$ cat src/rtl/exec_muldiv_unit.sv
// Iterative RV32M multiply/divide unit for the Execute stage.
// One radix-2 step per cycle; stalls upstream until the result is ready.
module exec_muldiv_unit #(
    parameter int DATA_WIDTH = 32
) (
    input  logic                  clk,
    input  logic                  reset,
    input  logic                  start,
    input  logic [2:0]            op,
    input  logic [DATA_WIDTH-1:0] a,
    input  logic [DATA_WIDTH-1:0] b,
    input  logic [4:0]            rd_in,
    input  logic                  flush,
    output logic                  stall,
    output logic                  busy,
    output logic                  done,
    output logic [DATA_WIDTH-1:0] result,
    output logic [4:0]            rd_out
);
    localparam int W  = DATA_WIDTH;
    localparam int CW = $clog2(DATA_WIDTH);

    typedef enum logic [1:0] {S_IDLE, S_CALC, S_DONE} state_t;

    state_t          r_state;
    state_t          w_state_nxt;
    logic [CW-1:0]   r_cnt;
    logic [2:0]      r_op;
    logic [4:0]      r_rd;
    logic            r_neg_q;
    logic            r_neg_r;
    logic            r_spec;
    logic [W-1:0]    r_spec_val;
    logic [W-1:0]    r_b;
    logic [2*W-1:0]  r_a2;
    logic [2*W-1:0]  r_acc;

    logic            w_a_sgn;
    logic            w_b_sgn;
    logic            w_sa;
    logic            w_sb;
    logic [W-1:0]    w_abs_a;
    logic [W-1:0]    w_abs_b;
    logic [W-1:0]    w_min;
    logic            w_b_zero;
    logic            w_ovf;
    logic            w_spec;
    logic [W-1:0]    w_spec_val;
    logic            w_accept;
    logic            w_last;
    logic [2*W-1:0]  w_acc_nxt;
    logic [W:0]      w_rem_sh;
    logic [W:0]      w_rem_sub;
    logic            w_ge;
    logic [W-1:0]    w_rem_nxt;
    logic [W-1:0]    w_quo_nxt;
    logic [2*W-1:0]  w_prod;
    logic [W-1:0]    w_q;
    logic [W-1:0]    w_r;
    logic [W-1:0]    w_final;

    assign w_a_sgn  = (op != 3'b011) && (op != 3'b101) && (op != 3'b111);
    assign w_b_sgn  = (op == 3'b000) || (op == 3'b001) ||
                      (op == 3'b100) || (op == 3'b110);
    assign w_sa     = w_a_sgn & a[W-1];
    assign w_sb     = w_b_sgn & b[W-1];
    assign w_abs_a  = w_sa ? -a : a;
    assign w_abs_b  = w_sb ? -b : b;
    assign w_min    = {1'b1, {(W-1){1'b0}}};
    assign w_b_zero = (b == '0);
    // Signed DIV/REM overflow: most-negative / -1
    assign w_ovf    = op[2] && !op[0] && (a == w_min) && (b == '1);
    assign w_spec   = op[2] && (w_b_zero || w_ovf);

    always_comb begin
        w_spec_val = '0;
        if (w_b_zero)
            w_spec_val = op[1] ? a : '1;
        else
            w_spec_val = op[1] ? '0 : a;
    end

    assign w_accept = (r_state == S_IDLE) && start && !flush;
    assign w_last   = (r_state == S_CALC) && !flush &&
                      (r_spec || (r_cnt == CW'(W-1)));

    assign w_acc_nxt = r_acc + (r_b[0] ? r_a2 : '0);
    assign w_rem_sh  = {r_a2[2*W-1:W], r_a2[W-1]};
    assign w_ge      = (w_rem_sh >= {1'b0, r_b});
    assign w_rem_sub = w_rem_sh - {1'b0, r_b};
    assign w_rem_nxt = w_ge ? w_rem_sub[W-1:0] : w_rem_sh[W-1:0];
    assign w_quo_nxt = {r_a2[W-2:0], w_ge};

    assign w_prod = r_neg_q ? -w_acc_nxt : w_acc_nxt;
    assign w_q    = r_neg_q ? -w_quo_nxt : w_quo_nxt;
    assign w_r    = r_neg_r ? -w_rem_nxt : w_rem_nxt;

    always_comb begin
        w_final = '0;
        if (r_spec)
            w_final = r_spec_val;
        else if (r_op[2])
            w_final = r_op[1] ? w_r : w_q;
        else if (r_op == 3'b000)
            w_final = w_prod[W-1:0];
        else
            w_final = w_prod[2*W-1:W];
    end

    always_ff @(posedge clk or posedge reset) begin
        if (reset)
            r_state <= S_IDLE;
        else
            r_state <= w_state_nxt;
    end

    always_comb begin
        w_state_nxt = r_state;
        unique case (r_state)
            S_IDLE: if (w_accept) w_state_nxt = S_CALC;
            S_CALC: begin
                if (flush)
                    w_state_nxt = S_IDLE;
                else if (w_last)
                    w_state_nxt = S_DONE;
            end
            S_DONE: w_state_nxt = S_IDLE;
            default: w_state_nxt = S_IDLE;
        endcase
    end

    always_comb begin
        busy  = (r_state == S_CALC);
        done  = (r_state == S_DONE);
        stall = w_accept || (r_state == S_CALC);
    end

    always_ff @(posedge clk or posedge reset) begin
        if (reset) begin
            r_cnt      <= '0;
            r_op       <= '0;
            r_rd       <= '0;
            r_neg_q    <= 1'b0;
            r_neg_r    <= 1'b0;
            r_spec     <= 1'b0;
            r_spec_val <= '0;
            r_b        <= '0;
            r_a2       <= '0;
            r_acc      <= '0;
            result     <= '0;
            rd_out     <= '0;
        end else begin
            if (w_accept) begin
                r_op       <= op;
                r_rd       <= rd_in;
                r_neg_q    <= w_sa ^ w_sb;
                r_neg_r    <= w_sa;
                r_spec     <= w_spec;
                r_spec_val <= w_spec_val;
                r_b        <= w_abs_b;
                r_a2       <= {{W{1'b0}}, w_abs_a};
                r_acc      <= '0;
                r_cnt      <= '0;
            end else if (r_state == S_CALC) begin
                r_cnt <= r_cnt + 1'b1;
                if (r_op[2]) begin
                    r_a2 <= {w_rem_nxt, w_quo_nxt};
                end else begin
                    r_acc <= w_acc_nxt;
                    r_a2  <= r_a2 << 1;
                    r_b   <= r_b >> 1;
                end
            end
            if (w_last) begin
                result <= w_final;
                rd_out <= r_rd;
            end
        end
    end
endmodule
$ cat config.mk
export PLATFORM = sky130hd
export DESIGN_NAME = exec_muldiv_unit
export DESIGN_NICKNAME = d
export VERILOG_FILES = /design/src/rtl/exec_muldiv_unit.sv
export SDC_FILE = /design/constraint.sdc
export NUM_CORES = 1
export LEC_CHECK = 0
export ABC_AREA = 1
export CAP_MARGIN = 20
export CELL_PAD_IN_SITES_DETAIL_PLACEMENT = 0
export CELL_PAD_IN_SITES_GLOBAL_PLACEMENT = 2
export CORE_UTILIZATION = 33
export CTS_BUF_LIST = sky130_fd_sc_hd__clkbuf_8 sky130_fd_sc_hd__clkbuf_16
export CTS_CLUSTER_DIAMETER = 150
export DETAILED_ROUTE_END_ITERATION = 8
export MAX_ROUTING_LAYER = met4
export PLACE_DENSITY = 0.91
export SYNTH_ARGS = -nofsm -noshare
export SYNTH_HDL_FRONTEND = slang
export SYNTH_SLANG_ARGS = --single-unit
$ cat constraint.sdc
create_clock -name clk -period 12 [get_ports clk]
set_input_delay 2.4 -clock clk [delete_from_list [all_inputs] [get_ports clk]]
set_output_delay 2.4 -clock clk [all_outputs]
set_load 0.005 [all_outputs]
# --- Word level (Yosys, flattened, before mapping) ---
# Index checks and enable logic that the tools add are counted.
word_totals:
  register_bits: 247
  out_inout_bits: 40
classes:
  add_sub_neg: 8
  n_lt_le_gt_ge: 1
  eq_ne: 14
  muxes: 29
  bitwise: 3
  n_reduce_logical: 25
ops:
  columns: ["operator", "count"]
  rows:
  - ["$mux 64", 8]
  - ["$mux 32", 15]
  - ["$neg 32->32", 4]
  - ["$add 64x64->64", 1]
  - ["$eq 32x32->1 const B", 2]
  - ["$neg 64->64", 1]
  - ["$ge 33x32->1", 1]
  - ["$logic_not 32->1", 1]
  - ["$sub 32x32->32", 1]
  - ["$logic_and 1x1->1", 10]
  - ["$mux 5", 2]
  - ["$eq 3x3->1 const B", 2]
  - ["$logic_not 3->1", 2]
  - ["$logic_or 1x1->1", 6]
  - ["$mux 2", 3]
  - ["$ne 3x2->1 const B", 2]
  - ["$ne 3x3->1 const B", 2]
  - ["$add 5x1->5 const B", 1]
  - ["$eq 5x5->1 const B", 1]
  - ["$pmux 2 s2", 1]
  - ["$reduce_and 2->1", 2]
  - ["$eq 3x1->1 const B", 1]
  - ["$and 1x1->1", 2]
  - ["$eq 2x1->1 const B", 1]
  - ["other kinds (7)", 8]

# --- Depth between registers and ports, before layout ---
# Gate-level depths: netlist of the first run.
logic_depth:
  depth_word: 7
  ltp_mapped: 33
  mapped_depth_nobuf: 32

# --- Worst setup path before layout of the first run ---
# Ideal clock, no wire load.
synth_timing:
  path_type: "input-to-output"
  from: "input flush"
  to: "output stall"
  t_arrival_ns: 3.030
  required_ns: 9.600
  setup_slack_ns: 6.570
  stages: 6
  n_path_buf: 1
  path_cell_list: "inv_1 -> nand3_1 -> inv_1 -> nor2_1 -> inv_1 -> clkbuf_1"
synth_via:
  elab_chain_len: 3
synth_rtl:
  columns: ["element", "line", "text"]
  rows:
  - ["start: declaration", "13", "input logic flush,"]
  - ["$logic_not 1->1", "83", "assign w_accept = (r_state == S_IDLE) && start && !flush;"]
  - ["$logic_and 1x1->1", "83", null]
  - ["$logic_or 1x1->1", "135", "stall = w_accept || (r_state == S_CALC);"]
  - ["end: declaration", "14", "output logic stall,"]
# Every way passes these cells.

# --- Worst setup path in the final report of the first run ---
# Ends and elaborated chain as after synthesis.

==> out/qor.csv, run 1 <==
stage;metric;value;unit
routing;final WL;112000;um
floorplan;io pins;116;
grt;initial antenna violation count;0;
critical_path;worst r2r dst;result[10]$_DFFE_PP0P_;
yosys;Post-synth EDFFs;0;
critical_path;Worst Path Max Fanout;61;
timing;worst-margin pin slew;1.032;ns
clock_network;CTS max path bufs;3;
clock_network;hold_buf cts;0;
pwr;Net Sw Frac;0.5914;
clock_network;Clock transition at path regs;0.06;ns
timing;final setup violation count;0;
clock_network;root buffer cell;clkbuf_16;
routing;post-route ant nets;0;
routing;drt first-iter violations;2575;
critical_path;max incr delay on CP;0.59;ns
yosys;cell taking the most area after synthesis;dfrtp_1;
timing;final hold viol count;0;
pwr;Clock power frac;0.124;
grt;GRT met3 Usage;0.02560;
clock_network;CTS HTree Levels;2;
timing;Max transition margin;0.3078;
yosys;post-synthesis instance area;26260;um2
floorplan;die area;80700;um2
timing;max-slew violation count;0;
hold_path;Worst Hold End;r_cnt[3]$_DFFE_PP0P_;
critical_path;reg2reg setup slack;6.78;ns
hold_path;worst hold stages;1;
critical_path;slowest cell on the critical path;clkinv_2;
cells_and_area;Antenna diodes;0;
yosys;Synth warnings;0;
timing;Final period util;0.6138;
pwr;Comb pwr share;0.708;
critical_path;critical path data arrival time;4.97;ns
hold_path;min-delay worst type;reg2reg;
clock_network;Sink Count;247;
timing;maximum clock rate;0.1358;GHz
timing;min Tclk post-route;7.366;ns
cells_and_area;# nets final;4753;
routing;Pre-Repair DR Iteration Count;5;
pwr;PwrDens;290.5;nW/um2
cells_and_area;FILL cells;8903;
yosys;Avg Inst Size Synth;5.794;um2
yosys;largest cells by area after synthesis;dfrtp_1 (24%), nand2_1 (22%), inv_1 (11%), nand3_1 (6.2%), o21ai_0 (5.6%);
floorplan;num rows;103;
timing;RSZ-0062 raised after global routing;no;
floorplan;Die Y-Extent;284.1;um
critical_path;CP Cell Sequence;clkdlybuf4s50_1 -> inv_1 -> nand3_2 -> clkinv_2 -> nor2_2 -> buf_4 -> inv_1 -> clkdlybuf4s50_1;
clock_network;Inserted Clock Buffers;34;
yosys;Cell variety after synth;62;
yosys;post-synth top area share;0.2354;
placed_design;DP HPWL;89410;um
routing;vias after detailed routing;29060;
cells_and_area;ratio of cells with drive above 1 in the final layout;0.04809;
yosys;Post-Syn Instances;4532;
grt;met1 usage;0.3818;
pwr;Lkg Pwr;15.95;nW
grt;M2 GR Usage;0.4408;
floorplan;Die Wd;284.1;um
critical_path;Critical Path End Type;output port;
grt;Most Crowded Layer GR;met2;
routing;routed len/inst;19.83;um
placed_design;placed cell area;28380;um2
hold_path;HP Start;r_cnt[3]$_DFFE_PP0P_;
pwr;P_sw;5.077;mW
placed_design;port bufs;115;
grt;largest net degree at the start of global routing;157;
timing;worst setup margin;4.634;ns
yosys;Post-Syn Nets;4714;
job;Max-Cap Viols;0;
critical_path;worst r2r src;r_b[0]$_DFFE_PP0P_;
cells_and_area;Final Cell Area;29550;um2
timing;Setup TNS;0;ns
yosys;post-synthesis sequential area ratio;0.2354;
critical_path;worst endpoint required time;9.60;ns
timing;Max Clock Skew;0.03062;ns
outcome;status;completed;
floorplan;core box area;78870;um2
clock_network;CTS tree;yes;
critical_path;R2R cell count;24;
pwr;total chip power;8.584;mW
routing;DRC;0;
critical_path;Startpoint Class;input port;
cells_and_area;Area Overhead vs Synth;12.52;%
yosys;#FFs+latches synth;247;
pwr;Reg power frac;0.169;
yosys;ys flop type;dfrtp_1;
critical_path;WS Path Type;in2out;
grt;GRT Overall Usage;0.2799;
routing;via/cell ratio;5.146;
pwr;internal power;3.507;mW
grt;vias in the first global route;27180;
clock_network;total setup buffers inserted after CTS;0;
placed_design;gpl congestion;0.9850;
clock_network;CTS resizes;0;
pwr;maximum vdd drop;0.1142;mV
placed_design;pre-CTS WS;4.655;ns
floorplan;Initial Util;0.3329;
grt;GR Overflow Total;0;
grt;global-route wire length before repair;167700;um
yosys;ys async rst share;1.000;
clock_network;Clock Latency Late Sink;0.58;ns
## sequential cells by signal (all words and copies together), names as in the netlist
name,flops
r_cnt,5
r_rd,5
r_neg_r,1
r_state,2
r_b,32
r_spec,1
r_neg_q,1
r_acc,64
rd_out,5
result,32
r_a2,64
r_spec_val,32
r_op,3
## per-stage QoR
stage | hold WS [ns] | utilization | cells
after floorplan | 0.4339 | - | 4532
after global placement | 0.4561 | 0.3598 | 5584
after detailed placement | 0.4665 | 0.3598 | 5584
after CTS | 0.4765 | 0.3743 | 5645
after global routing | 0.4996 | 0.3746 | 5646
final | 0.4770 | 0.3746 | 5646
## worst max path at each step
stage / from / to / slack (ns) / cells after the start
2_1_floorplan: reset / r_a2[0]$_DFFE_PP0P_ / 2.81 / 1
3_3_place_gp: flush / stall / 4.65 / 8
3_5_place_dp: flush / stall / 4.65 / 8
4_1_cts: flush / stall / 4.65 / 8
5_1_grt: flush / stall / 4.46 / 8
6_report: flush / stall / 4.63 / 8
## area by class of cell
type	instances	area (um2)	area share
clock buffers	39	919.6	0.03113
flip-flops and latches	247	6183	0.2093
multi-input cells	3360	16570	0.5607
repair buffers	140	1371	0.04641
clock inverters	22	219.0	0.007411
well taps	1050	1314	0.04447
inverters	788	2972	0.1006
## per-layer routing
layer	vias up	part of all wire
met3	131	0.059
met5	-	0
met4	0	0.027
met2	928	0.45
met1	13570	0.47
li1	14430	-
## power groups by stage
stage | clock network (mW) | registers (mW) | logic, mW
6_report | 1.06 | 1.45 | 6.07
3_3_place_gp | 0 | 1.45 | 5.95
5_1_grt | 1.11 | 1.47 | 6.71
3_5_place_dp | 0 | 1.44 | 5.96
2_1_floorplan | 0 | 1.30 | 4.09
4_1_cts | 1.08 | 1.43 | 6.00
## cells by family after synthesis
logic type	Yosys count	share of synthesized area
buffers and inverters	925	0.1348
AOI/OAI and AO/OA	671	0.1464
adders and majority gates	106	0.05108
and+or+nand+nor	2504	0.4057
DFF	247	0.2354
xor gates and xnor gates	79	0.02664
## Yosys cell counts, types with 3 or more instances
library cell / count
nand4_1: 50
o21ai_1: 19
nand2_2: 38
nor3_1: 38
a21oi_1: 201
a32o_1: 5
nand3_2: 14
clkinv_1: 8
o31ai_1: 3
nor2_2: 23
buf_2: 12
nor2_4: 10
nor3_2: 5
nand2_4: 6
o221ai_1: 57
nor2_8: 3
nor4_1: 7
o21ai_0: 292
nand3_4: 4
o22ai_1: 5
and2_1: 7
inv_1: 771
o211ai_1: 53
or2_2: 8
nand3_1: 326
a31oi_1: 9
nor2_1: 374
dfrtp_1: 247
xor2_1: 62
xnor2_1: 16
buf_1: 16
o21bai_1: 10
nand3b_1: 18
nand2_1: 1566
clkbuf_1: 104
inv_2: 8
ha_1: 104
## layout by cell type (no fill, tap or decap), drive strengths merged, types with 10 or more instances in the layout
cell type	n
nand3b	19
nor3	44
o21bai	10
nand3	344
a21oi	203
clkinv	15
nand4	50
o221ai	57
dfrtp	247
ha	104
o211ai	53
buf	25
o21ai	313
nor2	410
xor2	63
clkbuf	39
clkdlybuf4s50	115
nand2	1611
inv	788
xnor2	16
## worst max-delay path: cells and delay by family
kind,cells,cell delay (ns)
AND/OR/NAND/NOR,2,0.33
buffers and inverters,6,2.18
(Power assumes the default switching activity.)
==> run 2: changes to the inputs <==
==> constraint.sdc (replaced) <==
create_clock -name clk -period 7.25 [get_ports clk]
set_input_delay 1.45 -clock clk [delete_from_list [all_inputs] [get_ports clk]]
set_output_delay 1.45 -clock clk [all_outputs]
set_load 0.005 [all_outputs]
==> run 2 against run 1 <==
Effect of this change: sequential share of layout area increased by 0.058 points; hold slack got worse by 0.0095 ns; combinational power grew 66%; routed wire length increased by 0.11%; largest cell class unchanged; largest power group unchanged; highest routed layer unchanged.
==> out/qor.csv, run 2 (synthesis gave the netlist of run 1 again) <==
stage;metric;value;unit;change
outcome;status;completed;;unchanged
grt;vias in the first global route;27170;;was 27180
grt;GRT Overall Usage;0.2792;;was 0.2799
cells_and_area;ratio of cells with drive above 1 in the final layout;0.04770;;was 0.04809
timing;Max Clock Skew;0.03462;ns;was 0.03062 ns
routing;final WL;112100;um;was 112000 um
floorplan;Initial Util;0.3329;;unchanged
floorplan;io pins;116;;unchanged
timing;worst-margin pin slew;1.073;ns;was 1.032 ns
floorplan;num rows;103;;unchanged
pwr;PwrDens;480.5;nW/um2;was 290.5 nW/um2
hold_path;worst hold stages;1;;unchanged
grt;global-route wire length before repair;168000;um;was 167700 um
timing;final hold viol count;0;;unchanged
clock_network;Sink Count;247;;unchanged
clock_network;root buffer cell;clkbuf_16;;unchanged
timing;maximum clock rate;0.2022;GHz;
critical_path;WS Path Type;reg2reg;;was in2out
routing;routed len/inst;19.87;um;was 19.83 um
routing;DRC;0;;unchanged
timing;Max transition margin;0.2837;;was 0.3078
floorplan;Die Y-Extent;284.1;um;unchanged
grt;largest net degree at the start of global routing;148;;was 157
hold_path;HP Start;r_cnt[3]$_DFFE_PP0P_;;unchanged
timing;min Tclk post-route;4.947;ns;
cells_and_area;Antenna diodes;0;;unchanged
timing;final setup violation count;0;;unchanged
critical_path;Critical Path End Type;flip-flop;;was output port
critical_path;reg2reg setup slack;2.30;ns;was 6.78 ns
critical_path;critical path data arrival time;5.46;ns;was 4.97 ns
clock_network;hold_buf cts;0;;unchanged
clock_network;CTS HTree Levels;1;;was 2
timing;worst hold slack;0.4675;ns;was 0.4770 ns
critical_path;CP startpoint;r_b[0]$_DFFE_PP0P_;;was flush
pwr;maximum vdd drop;0.2115;mV;was 0.1142 mV
floorplan;die area;80700;um2;unchanged
placed_design;gpl congestion;0.9854;;was 0.9850
floorplan;Die Wd;284.1;um;unchanged
critical_path;worst r2r dst;result[30]$_DFFE_PP0P_;;was result[10]$_DFFE_PP0P_
timing;max-slew violation count;0;;unchanged
cells_and_area;biggest regs;r_a2: 64 flops, r_acc: 64 flops;;unchanged
cells_and_area;most common cell after layout, fill and taps aside;nand2_1;;unchanged
critical_path;Startpoint Class;flip-flop;;was input port
cells_and_area;most frequent cells in the layout;nand2_1 (1565), inv_1 (769), nor2_1 (372), nand3_1 (325), o21ai_0 (292);;was nand2_1 (1565), inv_1 (772), nor2_1 (372), nand3_1 (325), o21ai_0 (292)
placed_design;DP HPWL;90540;um;was 89410 um
timing;Final period util;0.6823;;
floorplan;core box area;78870;um2;unchanged
critical_path;CP most frequent cell;nand2_1;;
clock_network;Clock transition at path regs;0.06;ns;about the same
job;Max-Cap Viols;0;;unchanged
routing;via/cell ratio;5.152;;was 5.146
hold_path;min-delay worst type;reg2reg;;unchanged
grt;GR Overflow Total;0;;unchanged
timing;Setup TNS;0;ns;unchanged
timing;RSZ-0062 raised after global routing;no;;unchanged
clock_network;total setup buffers inserted after CTS;0;;unchanged
critical_path;worst r2r src;r_b[0]$_DFFE_PP0P_;;unchanged
clock_network;CTS max path bufs;3;;unchanged
routing;drt first-iter violations;2502;;was 2575
routing;Pre-Repair DR Iteration Count;6;;was 5
critical_path;slowest cell on the critical path;dfrtp_2;;was clkinv_2
pwr;Lkg Pwr;15.90;nW;was 15.95 nW
placed_design;port bufs;115;;unchanged
clock_network;Clock Latency Late Sink;0.62;ns;was 0.58 ns
critical_path;worst endpoint required time;7.76;ns;was 9.60 ns
critical_path;Worst Path Max Fanout;34;;was 61
grt;initial antenna violation count;0;;unchanged
clock_network;Inserted Clock Buffers;31;;was 34
cells_and_area;# nets final;4753;;unchanged
clock_network;CTS tree;yes;;unchanged
cells_and_area;Area Overhead vs Synth;12.21;%;was 12.52%
clock_network;CTS resizes;0;;unchanged
hold_path;Worst Hold End;r_cnt[3]$_DFFE_PP0P_;;unchanged
cells_and_area;FILL cells;8993;;was 8903
critical_path;max incr delay on CP;0.78;ns;was 0.59 ns
routing;vias after detailed routing;29070;;was 29060
critical_path;R2R cell count;25;;was 24
routing;post-route ant nets;0;;unchanged
==> run 2: final cells by class <==
class                           count  area, um2  area share
Clock inverter                     17      214.0    0.007261
Multi-Input combinational cell   3360      16570      0.5623
Sequential cell                   247       6183      0.2099
Clock buffer                       36      844.6     0.02866
Timing Repair Buffer              143       1374     0.04663
Tap cell                         1050       1314     0.04459
Inverter                          788       2968      0.1007
==> run 2: how the worst max path moves through the flow <==
stage	end	depth (start not counted)
6_report	result[30]$_DFFE_PP0P_	25
5_1_grt	result[28]$_DFFE_PP0P_	25
4_1_cts	result[10]$_DFFE_PP0P_	23
3_5_place_dp	r_spec_val[23]$_DFFE_PP0P_	15
3_3_place_gp	result[30]$_DFFE_PP0P_	25
2_1_floorplan	r_a2[0]$_DFFE_PP0P_	1
==> run 2: power by group <==
| group | internal [mW] | switching (mW) | total (mW) | leakage, nW |
|---|---|---|---|---|
| sequential | 1.86 | 0.522 | 2.38 | 3.18 |
| combinational | 2.92 | 7.21 | 10.1 | 12.2 |
| clock | 0.970 | 0.678 | 1.65 | 0.516 |
==> run 2: per-stage QoR <==
stage,setup WS (ns),util,cell area [um2],instances,total power [mW]
floorplan,2.554,-,26260,4532,8.926
global placement,2.449,0.3602,28410,5588,12.33
detailed placement,2.409,0.3602,28410,5588,12.30
CTS,2.417,0.3736,29460,5641,14.03
global route,1.981,0.3736,29460,5641,15.34
finish,2.303,0.3736,29460,5641,14.16
==> run 2: critical path, delay by kind of cell, from the launching register on <==
family                     cells  cell delay [ns]
and+or+nand+nor               21             3.01
DFF                            1             0.78
buffers and inverters          3             0.74
adders and majority gates      1             0.28
==> run 2: routing by layer <==
layer / GRT usage / vias to the layer above / wire length [um]
met5: - / - / 0
met4: 0.07930 / 0 / 3318
met3: 0.01565 / 153 / 6114
met2: 0.4370 / 976 / 50380
met1: 0.3884 / 13550 / 52290
li1: - / 14390 / -
